[config.mk]
export PLATFORM = sky130hd
export DESIGN_NAME = adder_result_accumulator
export DESIGN_NICKNAME = d
export VERILOG_FILES = /design/src/rtl/adder_result_accumulator_pkg.sv /design/src/rtl/adder_result_accumulator_acc_adder_ext.sv /design/src/rtl/adder_result_accumulator.sv
export SDC_FILE = /design/constraint.sdc
export NUM_CORES = 1
export LEC_CHECK = 0
export ABC_AREA = 1
export BUFFER_PORTS_ARGS = -buffer_cell sky130_fd_sc_hd__buf_2
export CAP_MARGIN = 30
export CORE_MARGIN = 4
export CORE_UTILIZATION = 45
export DETAILED_ROUTE_END_ITERATION = 6
export PLACE_DENSITY = 0.68
export SYNTH_ARGS = -nofsm -noshare
export SYNTH_HDL_FRONTEND = slang
export SYNTH_SLANG_ARGS = --single-unit
[constraint.sdc]
create_clock -name clk -period 4.7 [get_ports clk]
set_clock_uncertainty 0.05 [all_clocks]
set_input_delay 0.94 -clock clk [delete_from_list [all_inputs] [get_ports clk]]
set_output_delay 0.94 -clock clk [all_outputs]
set_load 0.05 [all_outputs]
[src/rtl/adder_result_accumulator_pkg.sv]
// Shared definitions for the adder result accumulator.
// Contents:
//   DEF_IN_W / DEF_ACC_W / DEF_CNT_W - default widths, shared by the top and the bench
//   state_t                          - FSM state encoding (IDLE=0, ACCUM=1, DONE=2)
//   result_value()                   - packs the adder's {c_out, sum} into one value
package adder_result_accumulator_pkg;

  localparam int DEF_IN_W  = 3;
  localparam int DEF_ACC_W = 8;
  localparam int DEF_CNT_W = 5;

  typedef enum logic [1:0] {
    ST_IDLE  = 2'd0,
    ST_ACCUM = 2'd1,
    ST_DONE  = 2'd2
  } state_t;

  // The carry out is the MSB of the adder result, so the value range is
  // 0 .. 2^(IN_W+1)-1 rather than 0 .. 2^IN_W-1.
  function automatic logic [DEF_IN_W:0] result_value(input logic cout,
                                                     input logic [DEF_IN_W-1:0] sum);
    return {cout, sum};
  endfunction

endpackage

[src/rtl/adder_result_accumulator_acc_adder_ext.sv]
// acc_adder_ext: widened add of the running accumulator and one adder result.
// Ports:
//   acc_i   [ACC_W-1:0] current accumulator value
//   val_i   [IN_W:0]    adder result {c_out, sum}, zero-extended before adding
//   sum_o   [ACC_W-1:0] new accumulator value, modulo 2^ACC_W
//   carry_o             carry out of the ACC_W-bit add (feeds the sticky overflow)
module acc_adder_ext #(
  parameter int IN_W  = 3,
  parameter int ACC_W = 8
) (
  input  logic [ACC_W-1:0] acc_i,
  input  logic [IN_W:0]    val_i,
  output logic [ACC_W-1:0] sum_o,
  output logic             carry_o
);

  logic [ACC_W:0] full_sum;

  // One extra bit above the accumulator width captures the wrap-around carry.
  always_comb begin
    full_sum = {1'b0, acc_i} + {{(ACC_W - IN_W){1'b0}}, val_i};
  end

  assign sum_o   = full_sum[ACC_W-1:0];
  assign carry_o = full_sum[ACC_W];

endmodule

[src/rtl/adder_result_accumulator.sv]
// adder_result_accumulator: sums a programmable number of ripple-adder results.
// Ports:
//   clk, rst_n              clock (rising edge), asynchronous active-low reset
//   start, num_samples      begin a run of num_samples results (honoured in IDLE only)
//   in_valid, in_sum,
//   in_cout, in_ready       input handshake carrying the adder's {c_out, sum}
//   out_valid, out_acc,
//   out_ovf, out_ready      output handshake carrying the total and sticky overflow
//   busy                    high while a run is in progress or its total is pending
module adder_result_accumulator
  import adder_result_accumulator_pkg::*;
#(
  parameter int IN_W  = DEF_IN_W,
  parameter int ACC_W = DEF_ACC_W,
  parameter int CNT_W = DEF_CNT_W
) (
  input  logic             clk,
  input  logic             rst_n,
  input  logic             start,
  input  logic [CNT_W-1:0] num_samples,
  input  logic             in_valid,
  input  logic [IN_W-1:0]  in_sum,
  input  logic             in_cout,
  output logic             in_ready,
  output logic             out_valid,
  output logic [ACC_W-1:0] out_acc,
  output logic             out_ovf,
  input  logic             out_ready,
  output logic             busy
);

  localparam logic [CNT_W-1:0] CNT_ONE  = CNT_W'(1);
  localparam logic [CNT_W-1:0] CNT_ZERO = '0;

  state_t           state_q, state_d;
  logic [ACC_W-1:0] acc_q, acc_d;
  logic [CNT_W-1:0] cnt_q, cnt_d;
  logic [CNT_W-1:0] n_lat_q, n_lat_d;
  logic             ovf_q, ovf_d;

  logic [ACC_W-1:0] add_sum;
  logic             add_carry;
  logic             accept;

  acc_adder_ext #(
    .IN_W  (IN_W),
    .ACC_W (ACC_W)
  ) u_acc_adder_ext (
    .acc_i   (acc_q),
    .val_i   ({in_cout, in_sum}),
    .sum_o   (add_sum),
    .carry_o (add_carry)
  );

  // Handshake signals decode the state directly; the total and overflow
  // come straight from registers so they cannot glitch while out_valid is up.
  assign in_ready  = (state_q == ST_ACCUM);
  assign out_valid = (state_q == ST_DONE);
  assign busy      = (state_q == ST_ACCUM) || (state_q == ST_DONE);
  assign out_acc   = acc_q;
  assign out_ovf   = ovf_q;
  assign accept    = in_valid && in_ready;

  // Next-state logic. A start is only looked at in IDLE, so a start that
  // coincides with the DONE handshake is dropped rather than queued.
  always_comb begin
    state_d = state_q;
    acc_d   = acc_q;
    cnt_d   = cnt_q;
    n_lat_d = n_lat_q;
    ovf_d   = ovf_q;
    unique case (state_q)
      ST_IDLE: begin
        if (start) begin
          n_lat_d = num_samples;
          acc_d   = '0;
          ovf_d   = 1'b0;
          cnt_d   = '0;
          state_d = (num_samples == CNT_ZERO) ? ST_DONE : ST_ACCUM;
        end
      end
      ST_ACCUM: begin
        if (accept) begin
          acc_d = add_sum;
          ovf_d = ovf_q | add_carry;
          cnt_d = cnt_q + CNT_ONE;
          // n_lat_q is never zero here: a zero-length run skips ACCUM.
          if (cnt_q == (n_lat_q - CNT_ONE)) begin
            state_d = ST_DONE;
          end
        end
      end
      ST_DONE: begin
        if (out_ready) begin
          state_d = ST_IDLE;
        end
      end
      default: begin
        state_d = ST_IDLE;
      end
    endcase
  end

  // All state lives in one register bank; reset aborts any run immediately.
  always_ff @(posedge clk or negedge rst_n) begin
    if (!rst_n) begin
      state_q <= ST_IDLE;
      acc_q   <= '0;
      cnt_q   <= '0;
      n_lat_q <= '0;
      ovf_q   <= 1'b0;
    end else begin
      state_q <= state_d;
      acc_q   <= acc_d;
      cnt_q   <= cnt_d;
      n_lat_q <= n_lat_d;
      ovf_q   <= ovf_d;
    end
  end

endmodule
==> results of run 1 <==
metrics by stage:
stage	power [mW]	worst slack [ns]	hold slack [ns]
final	0.992	2.13	0.458
after global routing	1.10	1.99	0.488
after CTS	1.00	2.09	0.454
after detailed placement	0.913	2.40	0.424
after global placement	0.907	2.42	0.421
after floorplan	0.811	2.58	0.403
cells in the mapped netlist:
cell / instances
nor3_1: 1
nand3b_1: 2
o31ai_1: 1
xor2_1: 1
fa_1: 1
inv_1: 31
clkbuf_1: 1
nor2_4: 2
o21ai_0: 11
xnor2_1: 1
nor3_2: 1
inv_2: 6
nand4_1: 3
ha_1: 9
dfrtp_1: 21
buf_6: 2
a21oi_1: 7
nor2_2: 1
nand2_1: 78
nand2_2: 2
nor2_1: 15
nand3_2: 1
nand3_1: 15
and3_1: 1
kinds of logic after synthesis:
| family | Yosys count | synth area share [%] |
|---|---|---|
| compound gates | 19 | 6.64 |
| xor+xnor | 2 | 1.19 |
| fa+ha+maj | 10 | 9.03 |
| buf+inv | 40 | 11.2 |
| flops | 21 | 35.8 |
| simple gates | 122 | 36.1 |
per-layer routing:
| layer | wire length, µm | vias up | part of all wire [%] |
|---|---|---|---|
| li1 | - | 713 | - |
| met1 | 1420 | 568 | 49 |
| met2 | 1350 | 21 | 47 |
| met3 | 85 | 2 | 3.0 |
| met4 | 19 | 0 | 0.66 |
| met5 | 0 | - | 0 |
critical path, stage by stage (launching register included):
cell and delay [ns]:
dfrtp_1 0.42, inv_1 0.08, ha_1 0.43, buf_2 0.35
power groups by stage:
stage | clock network, mW | logic (mW) | registers (mW)
5_1_grt | 0.102 | 0.689 | 0.313
6_report | 0.0883 | 0.602 | 0.302
3_3_place_gp | 0 | 0.602 | 0.305
3_5_place_dp | 0 | 0.608 | 0.305
4_1_cts | 0.0931 | 0.610 | 0.302
2_1_floorplan | 0 | 0.456 | 0.355
worst min path at each step:
stage | startpoint | to | slack, ns | cells after the start
global placement | n_lat_q[1] | n_lat_q[1] | 0.42 | 2
finish | out_acc[0] | out_acc[0] | 0.46 | 2
global route | n_lat_q[1] | n_lat_q[1] | 0.49 | 2
floorplan | n_lat_q[1] | n_lat_q[1] | 0.40 | 2
detailed placement | n_lat_q[1] | n_lat_q[1] | 0.42 | 2
CTS | n_lat_q[1] | n_lat_q[1] | 0.45 | 2
flip-flops by register name (all words and copies together), names as in the netlist:
register  flops
out_ovf       1
n_lat_q       5
out_acc       8
cnt_q         5
state_q       2
area by class of cell:
type,count,area [µm²]
fillers,328,1430
multi-input cells,153,778
flip-flops and latches,21,526
inverters,37,139
repair buffers,25,125
well taps,44,55.1
clock buffers,3,22.5
clock inverters,1,5.00
==> impl_metrics.yaml, run 1 <==
status:
  status: "finished, final reports clean"
place:
  placed_area_um2: 1620
  numPortBuffers: 25
  dp_hpwl_um: 2230
  post-place-cells: 280
  place_congestion: 0.824
sta:
  max-slew-margin-rel_pct: 68.1
  setup_viol: 0
  rsz0062_at_grt: "no"
  hold_violations: 0
  final.period_utilization_pct: 54.7
  min_period_ns: 2.57
  setup_tns_ns: 0
  timing.fmax_mhz: 389
  final-max-slew-violation-count: 0
  worstMarginPinSlew_ns: 0.478
clock_tree:
  numCtsBuffers: 3
  path_clk_slew_ns: 0.12
  root_buffer: "clkbuf_4"
  htreeDepth: 1
  hold_buffers: 0
  cts.repair.resized: 0
  cts_tree: "built"
  cts.sink_count: 21
  insertion_delay_ns: 0.30
  cts_setup_buffers: 0
  cts_buffer_depth: 2
layout:
  final_cell_mix: "nand2_1 (78), inv_1 (31), buf_2 (25), dfrtp_1 (21)"
  syn_to_final_growth_pct: 12.4
  layout-drive-gt1-share_pct: 17.5
  fin_area_um2: 1650
  layout_commonest_cell: "nand2_1"
  n_antenna_cell: 0
  fin_cells: 284
  fin_util_pct: 53.6
  nets: 265
power:
  combPwrFrac_pct: 60.7
  switching_power_uw: 537
  clkPwrFrac_pct: 8.9
  p_int_uw: 455
  p_seq_share_pct: 30.4
  switching_share_pct: 54.1
  p_leak_nw: 0.980
  vdd_ir_drop_max_v: 0.000315
  power_density_nw_per_um2: 601
synth:
  synth_top_area_share_pct: 35.8
  syn-cell-area_um2: 1470
  ys_seq_area_share_pct: 35.8
  synth_warnings: 0
  synthesis.nets: 238
  synth-seq-cells: 21
  synth.distinct_cells: 24
  yosysTopAreaCell: "dfrtp_1"
  synth_area_leaders: "dfrtp_1 (36%), nand2_1 (20%), inv_1 (7.9%)"
  syn-instance-count: 214
  syn_area_per_cell_um2: 6.86
drt:
  wire_per_inst_um: 10.1
  routed_via_density: 4.59
  drt-initial-drc-count: 66
  wirelength_um: 2870
  vias: 1304
  drc: 0
  firstDrtPassIters: 5
  drtAntennaViolNets: 0
global_routing:
  overflow: 0
  grt_util_met3_pct: 3.59
  top_usage_layer: "met2"
  grt_pass1_vias: 1165
  antenna_found_initial: 0
  met1_usage_pct: 18.9
  track_usage_pct: 14.9
  met2_usage_pct: 25.8
  grt_pass1_wl_um: 4980
  grt_max_degree: 22
setup_path:
  worstPathArrival_ns: 1.58
  critical_path_class: "reg -> out"
  crit_path_start: "state_q[1]"
  cp-end-kind: "output pin"
  rrSetupSlack_ns: 2.86
  required_ns: 3.71
  r2r-start: "state_q[1]"
  cp_max_fo: 12
  setup.worst_path.end: "in_ready"
  r2r_cells: 10
  startpoint_type: "flop"
  reg2reg_to: "cnt_q[4]"
flow_run:
  cap_violations: 0
floorplan:
  io_pins: 26
  die_x_um: 65.1
  start_util_pct: 47.7
  core-area_um2: 3080
  dieArea_um2: 4240
  fp.dieH_um: 65.1
  rows: 20
hold_path:
  worstHoldPathType: "reg -> reg"
Power figures use the tool's default switching activity.
==> inputs of run 2 (changes only) <==
- clock period: 4.7 -> 2.4 ns (I/O delays scaled with it)
==> impl_metrics.yaml, run 2 (synthesized netlist as in run 1, its figures left out) <==
sta:
  setup_viol: 0
  timing.fmax_mhz: 477
  setup_tns_ns: 0
  worstMarginPinSlew_ns: 0.500
  final.period_utilization_pct: 87.4
  hold_violations: 0
  min_period_ns: 2.10
  final-max-slew-violation-count: 0
  rsz0062_at_grt: "no"
  max-slew-margin-rel_pct: 66.7
floorplan:
  core-area_um2: 3080
  fp.dieH_um: 65.1
  start_util_pct: 47.7
  io_pins: 26
  dieArea_um2: 4240
  die_x_um: 65.1
  rows: 20
setup_path:
  critical_path.cell_chain: "inv_1 -> ha_1 -> buf_2"
  crit_path_start: "state_q[1]"
  reg2reg_to: "cnt_q[4]"
  path_depth: 3
  startpoint_type: "flop"
  rrSetupSlack_ns: 0.56
  critical_path_class: "reg -> out"
  required_ns: 1.87
  critPathTopFamily: "buffers and inverters"
  cp-end-kind: "output pin"
  r2r-start: "state_q[1]"
  setup.worst_path.end: "in_ready"
  cp_slowest_cell: "dfrtp_1"
  worstPathArrival_ns: 1.57
  worstPathBufferInverterCount: 2
  slowest_delay_ns: 0.42
  r2r_cells: 10
  cp_max_fo: 12
power:
  combPwrFrac_pct: 60.7
  vdd_ir_drop_max_v: 0.000578
  p_seq_share_pct: 30.5
  p_int_uw: 892
  power_density_nw_per_um2: 1190
  switching_share_pct: 54.5
  clkPwrFrac_pct: 8.8
  switching_power_mw: 1.07
  p_leak_nw: 0.980
  power.total_mw: 1.96
clock_tree:
  root_buffer: "clkbuf_4"
  numCtsBuffers: 3
  cts_tree: "built"
  htreeDepth: 1
  hold_buffers: 0
  cts_buffer_depth: 2
  cts.repair.resized: 0
  insertion_delay_ns: 0.30
  cts_setup_buffers: 0
  cts.sink_count: 21
  path_clk_slew_ns: 0.13
global_routing:
  overflow: 0
  track_usage_pct: 15.8
  grt_pass1_vias: 1174
  antenna_found_initial: 0
  grt_max_degree: 22
  grt_pass1_wl_um: 5260
drt:
  routed_via_density: 4.62
  wirelength_um: 2990
  drt-initial-drc-count: 69
  drtAntennaViolNets: 0
  firstDrtPassIters: 4
  vias: 1312
  drc: 0
  wire_per_inst_um: 10.5
place:
  dp_hpwl_um: 2340
  numPortBuffers: 25
  place_congestion: 0.824
  post-place-cells: 280
hold_path:
  worstHoldPathType: "in -> async"
layout:
  largest_reg_flops: 8
  n_antenna_cell: 0
  layout_commonest_cell: "nand2_1"
  fin_cells: 284
  layout-drive-gt1-share_pct: 17.5
  syn_to_final_growth_pct: 12.4
  n_fill_cell: 331
  nets: 265
  final_cell_mix: "nand2_1 (78), inv_1 (31), buf_2 (25), dfrtp_1 (21)"
flow_run:
  cap_violations: 0
status:
  status: "finished, final reports clean"
[run 2: through the flow]
stage          utilization [%]  hold slack [ns]  worst slack [ns]  cell area (µm²)
2_1_floorplan                -            0.134             0.569             1470
3_3_place_gp              52.7            0.419             0.540             1620
3_5_place_dp              52.7            0.427             0.535             1620
4_1_cts                   53.6           0.0824             0.292             1650
5_1_grt                   53.6           0.0840             0.189             1650
6_report                  53.6           0.0748             0.303             1650
[run 2: worst register-to-register path: cells and delay by family, from the launching register on]
family        cells  cell delay [ns]
buf+inv           2             0.11
fa+ha+maj         1             0.42
flops             1             0.42
simple gates      7             0.78
[run 2: area by class of cell]
type | count | area [µm²] | area share, %
multi-input cells | 153 | 778 | 47.2
repair buffers | 25 | 125 | 7.58
clock inverters | 1 | 5.00 | 0.303
inverters | 37 | 139 | 8.42
flip-flops and latches | 21 | 526 | 31.8
well taps | 44 | 55.1 | 3.34
clock buffers | 3 | 22.5 | 1.36
[run 2: layer usage]
metal	global-route usage [%]	vias up	share of wire, %
li1	-	719	-
met1	21.7	569	49
met2	25.8	22	46
met3	3.25	2	4.2
met4	3.11	0	0.70
met5	0	-	0
[run 2: power by group through the flow]
stage	logic, mW	clock network [mW]	registers (mW)
global route	1.35	0.206	0.620
detailed placement	1.19	0	0.603
floorplan	0.892	0	0.696
CTS	1.20	0.181	0.596
finish	1.19	0.173	0.597
global placement	1.18	0	0.598
[run 2: worst min-delay path by stage]
| stage | cells after the start | end | slack (ns) | startpoint |
|---|---|---|---|---|
| after detailed placement | 1 | out_acc[1] | 0.43 | rst_n |
| after global placement | 2 | n_lat_q[1] | 0.42 | n_lat_q[1] |
| after global routing | 1 | out_ovf | 0.08 | rst_n |
| after floorplan | 0 | cnt_q[0] | 0.13 | rst_n |
| final | 1 | out_ovf | 0.07 | rst_n |
| after CTS | 1 | out_ovf | 0.08 | rst_n |
